$ cat src/rtl/spi_pkg.sv
// Shared types for the SPI mode-0 peripheral: frame state encoding and word indexing.
package spi_pkg;

    localparam int SPI_WORDS = 4;

    typedef enum logic [1:0] {
        WAIT_IDLE = 2'd0,
        IDLE      = 2'd1,
        ACTIVE    = 2'd2,
        OVERFLOW  = 2'd3
    } spi_per_state_t;

    // Counts 0..SPI_WORDS; saturates at SPI_WORDS once a frame is full.
    typedef logic [2:0] word_idx_t;

    localparam word_idx_t WORD_IDX_LAST = 3'd3;
    localparam word_idx_t WORD_IDX_MAX  = 3'd4;

endpackage

$ cat src/rtl/spi_sync_edge.sv
// Multi-stage synchronizer for an asynchronous pin plus registered single-clk
// rise/fall pulses. Latency from pin change to pulse is SYNC_STAGES+1 clk.
module spi_sync_edge #(
    parameter int SYNC_STAGES = 2
) (
    input  logic clk,
    input  logic reset,
    input  logic din,
    output logic rise,
    output logic fall
);

    logic [SYNC_STAGES-1:0] sync_r;
    logic                   prev_r;
    logic                   rise_r;
    logic                   fall_r;

    // Synchronizer chain, delayed copy for edge detection, and registered edge pulses.
    always_ff @(posedge clk) begin
        if (reset) begin
            sync_r <= {SYNC_STAGES{1'b0}};
            prev_r <= 1'b0;
            rise_r <= 1'b0;
            fall_r <= 1'b0;
        end else begin
            sync_r <= {sync_r[SYNC_STAGES-2:0], din};
            prev_r <= sync_r[SYNC_STAGES-1];
            rise_r <= sync_r[SYNC_STAGES-1] & ~prev_r;
            fall_r <= ~sync_r[SYNC_STAGES-1] & prev_r;
        end
    end

    assign rise = rise_r;
    assign fall = fall_r;

endmodule

$ cat src/rtl/spi_peripheral.sv
// SPI mode-0 responder oversampled by clk: exchanges up to four MSB-first
// words per SS-low frame, returning tx_word0..3 and capturing rx_word0..3.
module spi_peripheral
    import spi_pkg::*;
#(
    parameter int DATA_BITS   = 8,
    parameter int SYNC_STAGES = 2
) (
    input  logic                 clk,
    input  logic                 reset,
    input  logic                 SCK,
    input  logic                 SS,
    input  logic                 MOSI,
    output logic                 MISO,
    input  logic [DATA_BITS-1:0] tx_word0,
    input  logic [DATA_BITS-1:0] tx_word1,
    input  logic [DATA_BITS-1:0] tx_word2,
    input  logic [DATA_BITS-1:0] tx_word3,
    output logic [DATA_BITS-1:0] rx_word0,
    output logic [DATA_BITS-1:0] rx_word1,
    output logic [DATA_BITS-1:0] rx_word2,
    output logic [DATA_BITS-1:0] rx_word3,
    output logic                 rx_valid,
    output logic [1:0]           rx_index,
    output logic                 frame_active,
    output logic                 frame_done,
    output logic [2:0]           word_count,
    output logic                 overrun
);

    localparam int                 BIT_W    = $clog2(DATA_BITS);
    localparam logic [BIT_W-1:0]   BIT_LAST = BIT_W'(DATA_BITS - 1);

    spi_per_state_t         state_r, next_state_s;
    logic                   sck_rise_s, sck_fall_s, ss_rise_s, ss_fall_s;
    logic [SYNC_STAGES-1:0] mosi_sync_r;
    logic                   mosi_s;

    logic [DATA_BITS-1:0] tx_in_s    [SPI_WORDS];
    logic [DATA_BITS-1:0] tx_words_r [SPI_WORDS];
    logic [DATA_BITS-1:0] rx_words_r [SPI_WORDS];
    logic [DATA_BITS-1:0] tx_shift_r, tx_shift_s;
    logic [DATA_BITS-2:0] rx_shift_r, rx_shift_s;
    logic [DATA_BITS-1:0] rx_word_s;
    logic [BIT_W-1:0]     bit_cnt_r, bit_cnt_s;
    word_idx_t            word_idx_r, word_idx_s;
    logic                 load_pend_r, load_pend_s;
    logic [2:0]           word_count_r, word_count_s;
    logic                 overrun_r, overrun_s;
    logic [1:0]           rx_index_r, rx_index_s;
    logic                 rx_valid_r, rx_valid_s;
    logic                 frame_done_r, frame_done_s;
    logic                 frame_active_r;
    logic                 miso_r, miso_s;
    logic                 rx_we_s, tx_latch_s;

    spi_sync_edge #(.SYNC_STAGES(SYNC_STAGES)) u_sck_sync (
        .clk   (clk),
        .reset (reset),
        .din   (SCK),
        .rise  (sck_rise_s),
        .fall  (sck_fall_s)
    );

    spi_sync_edge #(.SYNC_STAGES(SYNC_STAGES)) u_ss_sync (
        .clk   (clk),
        .reset (reset),
        .din   (SS),
        .rise  (ss_rise_s),
        .fall  (ss_fall_s)
    );

    assign mosi_s     = mosi_sync_r[SYNC_STAGES-1];
    assign tx_in_s[0] = tx_word0;
    assign tx_in_s[1] = tx_word1;
    assign tx_in_s[2] = tx_word2;
    assign tx_in_s[3] = tx_word3;

    // Next-state and datapath decode; ss_rise outranks any SCK edge on the same clk.
    always_comb begin
        next_state_s = state_r;
        tx_shift_s   = tx_shift_r;
        rx_word_s    = {rx_shift_r, mosi_s};
        rx_shift_s   = rx_shift_r;
        bit_cnt_s    = bit_cnt_r;
        word_idx_s   = word_idx_r;
        load_pend_s  = load_pend_r;
        word_count_s = word_count_r;
        overrun_s    = overrun_r;
        rx_index_s   = rx_index_r;
        rx_valid_s   = 1'b0;
        frame_done_s = 1'b0;
        rx_we_s      = 1'b0;
        tx_latch_s   = 1'b0;
        case (state_r)
            // The synchronizer resets low, so an idle-high SS always shows up as ss_rise.
            WAIT_IDLE: begin
                if (ss_rise_s) begin
                    next_state_s = IDLE;
                end else begin
                    next_state_s = WAIT_IDLE;
                end
            end
            IDLE: begin
                if (ss_fall_s) begin
                    next_state_s = ACTIVE;
                    tx_latch_s   = 1'b1;
                    tx_shift_s   = tx_word0;
                    rx_shift_s   = {(DATA_BITS-1){1'b0}};
                    bit_cnt_s    = {BIT_W{1'b0}};
                    word_idx_s   = 3'd0;
                    word_count_s = 3'd0;
                    overrun_s    = 1'b0;
                    load_pend_s  = 1'b0;
                end else begin
                    next_state_s = IDLE;
                end
            end
            ACTIVE: begin
                if (ss_rise_s) begin
                    next_state_s = IDLE;
                    frame_done_s = 1'b1;
                end else if (sck_rise_s) begin
                    rx_shift_s = rx_word_s[DATA_BITS-2:0];
                    if (bit_cnt_r == BIT_LAST) begin
                        rx_we_s      = 1'b1;
                        rx_valid_s   = 1'b1;
                        rx_index_s   = word_idx_r[1:0];
                        word_count_s = word_count_r + 3'd1;
                        bit_cnt_s    = {BIT_W{1'b0}};
                        load_pend_s  = 1'b1;
                        if (word_idx_r == WORD_IDX_MAX) begin
                            word_idx_s = WORD_IDX_MAX;
                        end else begin
                            word_idx_s = word_idx_r + 3'd1;
                        end
                        if (word_idx_r == WORD_IDX_LAST) begin
                            next_state_s = OVERFLOW;
                        end else begin
                            next_state_s = ACTIVE;
                        end
                    end else begin
                        bit_cnt_s = bit_cnt_r + BIT_W'(1);
                    end
                end else if (sck_fall_s) begin
                    if (load_pend_r) begin
                        tx_shift_s  = tx_words_r[word_idx_r[1:0]];
                        load_pend_s = 1'b0;
                    end else begin
                        tx_shift_s = {tx_shift_r[DATA_BITS-2:0], 1'b0};
                    end
                end else begin
                    next_state_s = ACTIVE;
                end
            end
            OVERFLOW: begin
                if (ss_rise_s) begin
                    next_state_s = IDLE;
                    frame_done_s = 1'b1;
                end else if (sck_rise_s) begin
                    overrun_s = 1'b1;
                end else begin
                    next_state_s = OVERFLOW;
                end
            end
            default: begin
                next_state_s = WAIT_IDLE;
            end
        endcase
        if (next_state_s == ACTIVE) begin
            miso_s = tx_shift_s[DATA_BITS-1];
        end else begin
            miso_s = 1'b0;
        end
    end

    // State, shift registers, counters and registered outputs.
    always_ff @(posedge clk) begin
        if (reset) begin
            state_r        <= WAIT_IDLE;
            mosi_sync_r    <= {SYNC_STAGES{1'b0}};
            tx_shift_r     <= {DATA_BITS{1'b0}};
            rx_shift_r     <= {(DATA_BITS-1){1'b0}};
            bit_cnt_r      <= {BIT_W{1'b0}};
            word_idx_r     <= 3'd0;
            load_pend_r    <= 1'b0;
            word_count_r   <= 3'd0;
            overrun_r      <= 1'b0;
            rx_index_r     <= 2'd0;
            rx_valid_r     <= 1'b0;
            frame_done_r   <= 1'b0;
            frame_active_r <= 1'b0;
            miso_r         <= 1'b0;
            for (int i = 0; i < SPI_WORDS; i++) begin
                tx_words_r[i] <= {DATA_BITS{1'b0}};
                rx_words_r[i] <= {DATA_BITS{1'b0}};
            end
        end else begin
            state_r        <= next_state_s;
            mosi_sync_r    <= {mosi_sync_r[SYNC_STAGES-2:0], MOSI};
            tx_shift_r     <= tx_shift_s;
            rx_shift_r     <= rx_shift_s;
            bit_cnt_r      <= bit_cnt_s;
            word_idx_r     <= word_idx_s;
            load_pend_r    <= load_pend_s;
            word_count_r   <= word_count_s;
            overrun_r      <= overrun_s;
            rx_index_r     <= rx_index_s;
            rx_valid_r     <= rx_valid_s;
            frame_done_r   <= frame_done_s;
            frame_active_r <= (next_state_s == ACTIVE);
            miso_r         <= miso_s;
            if (tx_latch_s) begin
                tx_words_r <= tx_in_s;
            end
            if (rx_we_s) begin
                rx_words_r[word_idx_r[1:0]] <= rx_word_s;
            end
        end
    end

    assign MISO         = miso_r;
    assign rx_word0     = rx_words_r[0];
    assign rx_word1     = rx_words_r[1];
    assign rx_word2     = rx_words_r[2];
    assign rx_word3     = rx_words_r[3];
    assign rx_valid     = rx_valid_r;
    assign rx_index     = rx_index_r;
    assign frame_active = frame_active_r;
    assign frame_done   = frame_done_r;
    assign word_count   = word_count_r;
    assign overrun      = overrun_r;

endmodule

$ cat config.mk
export PLATFORM = sky130hd
export DESIGN_NAME = spi_peripheral
export DESIGN_NICKNAME = d
export VERILOG_FILES = /design/src/rtl/spi_pkg.sv /design/src/rtl/spi_sync_edge.sv /design/src/rtl/spi_peripheral.sv
export SDC_FILE = /design/constraint.sdc
export NUM_CORES = 1
export LEC_CHECK = 0
export CAP_MARGIN = 0
export CORE_MARGIN = 5
export CORE_UTILIZATION = 56
export CTS_CLUSTER_SIZE = 14
export DETAILED_ROUTE_END_ITERATION = 16
export PLACE_DENSITY = 0.8
export SYNTH_ARGS = -nofsm -noshare
export SYNTH_HDL_FRONTEND = slang
export SYNTH_SLANG_ARGS = --single-unit
$ cat constraint.sdc
create_clock -name clk -period 5.2 [get_ports clk]
set_clock_uncertainty 0.2 [all_clocks]
set_input_delay 0.78 -clock clk [delete_from_list [all_inputs] [get_ports clk]]
set_output_delay 0.78 -clock clk [all_outputs]
set_load 0.005 [all_outputs]
==> metrics.txt <==
initial core utilization 0.578; average vias per placed instance 5.44; CTS tree done; worst voltage drop across the vdd grid 0.161 mV; die boundary width 99.5 um; # port buffers 78; die area 9910 um^2; master cell of the clock root buffer sky130_fd_sc_hd__clkbuf_8; number of sinks driven by the clock tree 110; Critical Setup Path Class reg -> reg; cells taking the most area after synthesis sky130_fd_sc_hd__dfxtp_1, sky130_fd_sc_hd__edfxtp_1, sky130_fd_sc_hd__nand2_1; top cell type's share of synthesized area 0.348; total net switching power 320 uW; largest net degree at the start of global routing 44; proportion of power drawn by the clock network 0.324; Min-Delay Endpoint u_ss_sync.fall; setup fix buffers added after clock tree synthesis 0; source-to-sink clock delay at the later pin of the worst-skew pair ~0.35 ns; setup tns final 0 ns; final hold violation count 0; endpoint of the worst-slack reg-to-reg timing path rx_words_r[2][6]; Antenna Nets Post-Route 0; achievable clock frequency 0.323 GHz; Seq pwr share 0.621; Boundary Pins between 70 and 80; GPL Wtd Cong 0.877; count of instances resized after the clock tree is built 0; iteration-0 DRC count of the detailed router 139; Hold Startpoint u_ss_sync.sync_r[1]; RR Startpoint state_r[0]; overall routing resource usage 0.182; global-route wire length before repair 14700 um; run status completed; number of endpoints failing setup at the final stage 0; Hold/Removal Path Class reg -> reg; clock buffers created by TritonCTS 9; required time of the worst setup path ~5 ns; remaining global-route overflow 0; logic gate share of total power 0.055; netlist area before placement around 4500 um^2; fraction of the yosys area taken by sequential cells 0.562; number of global-route vias before repair 3156; max_slew headroom 0.276; vias 3267; share of the clock period used by the worst path after layout 0.595; count of cell types in the netlist 48; startpoint type of the worst setup path flip-flop; design internal power between 1000 and 1500 uW; number of slew-limit violations in the final report 0; number of nets in the layout ~540; standard-cell row count 32; final period demand of the worst path 3.10 ns; critical path data arrival time about 3.0 ns; depth of the worst register-to-register path 5; syn avg cell area 10.5 um^2; Placeable Area 7770 um^2; initial antenna violation count 0; leakage power total 0.00187 uW; reg2reg setup slack about 2.1 ns; Post-Synthesis Cells 428; cell type with the largest total area after synthesis sky130_fd_sc_hd__dfxtp_1; CP Capture Type flip-flop; top cells by instance count after synthesis sky130_fd_sc_hd__dfxtp_1, sky130_fd_sc_hd__nand2_1, sky130_fd_sc_hd__a21oi_1, sky130_fd_sc_hd__and2_1, sky130_fd_sc_hd__edfxtp_1; hold-critical path depth 1; hold buffer count at cts 0; biggest fanout along the worst timing path 12; setup repair after global routing missed its margin no; Max clock buf depth 2; Ant. Diodes 0; drt wl/cell 14.7 um; total power roughly 1500 uW; count of flip-flops with a built-in enable after synthesis 32; power density normalized to cell area 265 nW/um^2; max_cap viols 0; fraction of registers with async set or reset after synthesis 0; predominant post-synthesis flop cell sky130_fd_sc_hd__dfxtp_1; y dimension of the die 99.5 um; proportion of total power due to net switching 0.220; number of nets in the synthesized netlist 475; detailed-placement wirelength estimate 6370 um; actual slew at the worst max-slew pin roughly 1.1 ns; number of remaining DRC errors 0; layout cells sized above 1 0.0762; Detailed Route WL 8850 um; Reg clk slew, reported paths 0.10 ns; #FFs+latches synth 110; library cell with the highest instance count after synthesis sky130_fd_sc_hd__dfxtp_1; signed area change from the synthesized netlist to the final layout 21.9%; number of optimization iterations in the first detailed-route pass 4; number of H-tree levels 3; Synth warnings 0
## sequential cells by signal, summed over array words and instances (netlist names), 2 cells and up
signal / count
state_r: 2
u_ss_sync.sync_r: 2
rx_index: 2
u_sck_sync.sync_r: 2
bit_cnt_r: 3
tx_words_r: 32
mosi_sync_r: 2
rx_words_r: 32
word_idx_r: 3
rx_shift_r: 7
word_count: 3
tx_shift_r: 8
## through the flow
stage / setup WS [ns] / hold slack, ns / util / instance area [um^2] / instances
floorplan: 2.69 / 0.183 / - / 4490 / 428
global placement: 2.22 / 0.194 / 0.681 / 5290 / 585
detailed placement: 2.10 / 0.201 / 0.681 / 5290 / 585
CTS: 2.08 / 0.215 / 0.705 / 5470 / 601
global route: 1.79 / 0.234 / 0.705 / 5470 / 601
finish: 2.10 / 0.211 / 0.705 / 5470 / 601
## area by class of cell
cell class	count	area (um^2)
clock inverters	6	45.0
well taps	102	128
multi-input cells	279	1800
fillers	605	2290
repair buffers	80	791
flip-flops and latches	110	2520
clock buffers	10	138
inverters	14	52.6
## how the worst max path moves through the flow
stage                     from  slack [ns]  cells after the start                to
floorplan                reset        2.69                      5  rx_words_r[0][0]
global placement    state_r[0]        2.22                      5  rx_words_r[2][6]
detailed placement  state_r[0]        2.10                      5  rx_words_r[2][6]
CTS                 state_r[0]        2.08                      5  rx_words_r[2][6]
global route        state_r[0]        1.79                      5  rx_words_r[2][6]
finish              state_r[0]        2.10                      5  rx_words_r[2][6]
## power by group through the flow
stage	sequential [uW]	combinational, uW	clock (uW)
2_1_floorplan	921	31.0	0
5_1_grt	904	85.7	522
3_5_place_dp	922	80.2	0
6_report	902	79.8	471
4_1_cts	902	80.5	477
3_3_place_gp	921	78.9	0
## per-layer routing
metal | vias up | GRT usage | part of all wire
met5 | - | 0 | 0
met4 | 0 | 0.0473 | 0.0057
met3 | 4 | 0.0288 | 0.049
met2 | 89 | 0.323 | 0.50
met1 | 1542 | 0.233 | 0.44
li1 | 1632 | - | -
## layout by cell type, fill, tap and decap left out, types with 2 or more instances in the layout
master / count
sky130_fd_sc_hd__dfxtp_1: 78
sky130_fd_sc_hd__clkdlybuf4s50_1: 77
sky130_fd_sc_hd__nand2_1: 72
sky130_fd_sc_hd__a21oi_1: 38
sky130_fd_sc_hd__and2_1: 34
sky130_fd_sc_hd__edfxtp_1: 32
sky130_fd_sc_hd__nor2_1: 26
sky130_fd_sc_hd__a22oi_1: 16
sky130_fd_sc_hd__inv_1: 14
sky130_fd_sc_hd__nor2b_1: 11
sky130_fd_sc_hd__ha_1: 10
sky130_fd_sc_hd__clkbuf_8: 10
sky130_fd_sc_hd__mux4_2: 7
sky130_fd_sc_hd__a311oi_1: 6
sky130_fd_sc_hd__nor4_1: 4
sky130_fd_sc_hd__a31oi_1: 4
sky130_fd_sc_hd__a211oi_1: 4
sky130_fd_sc_hd__nor3_1: 4
sky130_fd_sc_hd__nor4_2: 3
sky130_fd_sc_hd__mux2i_1: 3
sky130_fd_sc_hd__and3_1: 3
sky130_fd_sc_hd__nor3b_1: 3
sky130_fd_sc_hd__a22o_1: 3
sky130_fd_sc_hd__o31ai_1: 2
sky130_fd_sc_hd__or2_2: 2
sky130_fd_sc_hd__nand2b_1: 2
sky130_fd_sc_hd__or3_1: 2
sky130_fd_sc_hd__o221ai_1: 2
sky130_fd_sc_hd__o21ai_0: 2
sky130_fd_sc_hd__clkinv_4: 2
sky130_fd_sc_hd__buf_4: 2
## cells by family after synthesis
logic type,after synthesis,synth area share
muxes,11,0.0443
and+or+nand+nor,172,0.195
xor gates and xnor gates,1,0.00195
buffers and inverters,39,0.0376
AOI/OAI and AO/OA,85,0.132
adders and majority gates,10,0.0279
DFF,110,0.562
## critical path, cell delays in order (launching register included)
cell                       delay (ns)
sky130_fd_sc_hd__dfxtp_1         0.36
sky130_fd_sc_hd__inv_1           0.13
sky130_fd_sc_hd__ha_1            0.44
sky130_fd_sc_hd__nand4b_1        0.50
sky130_fd_sc_hd__nor4_1          0.83
sky130_fd_sc_hd__or2_2           0.34
Note: power is estimated with default switching activity, not from simulation.
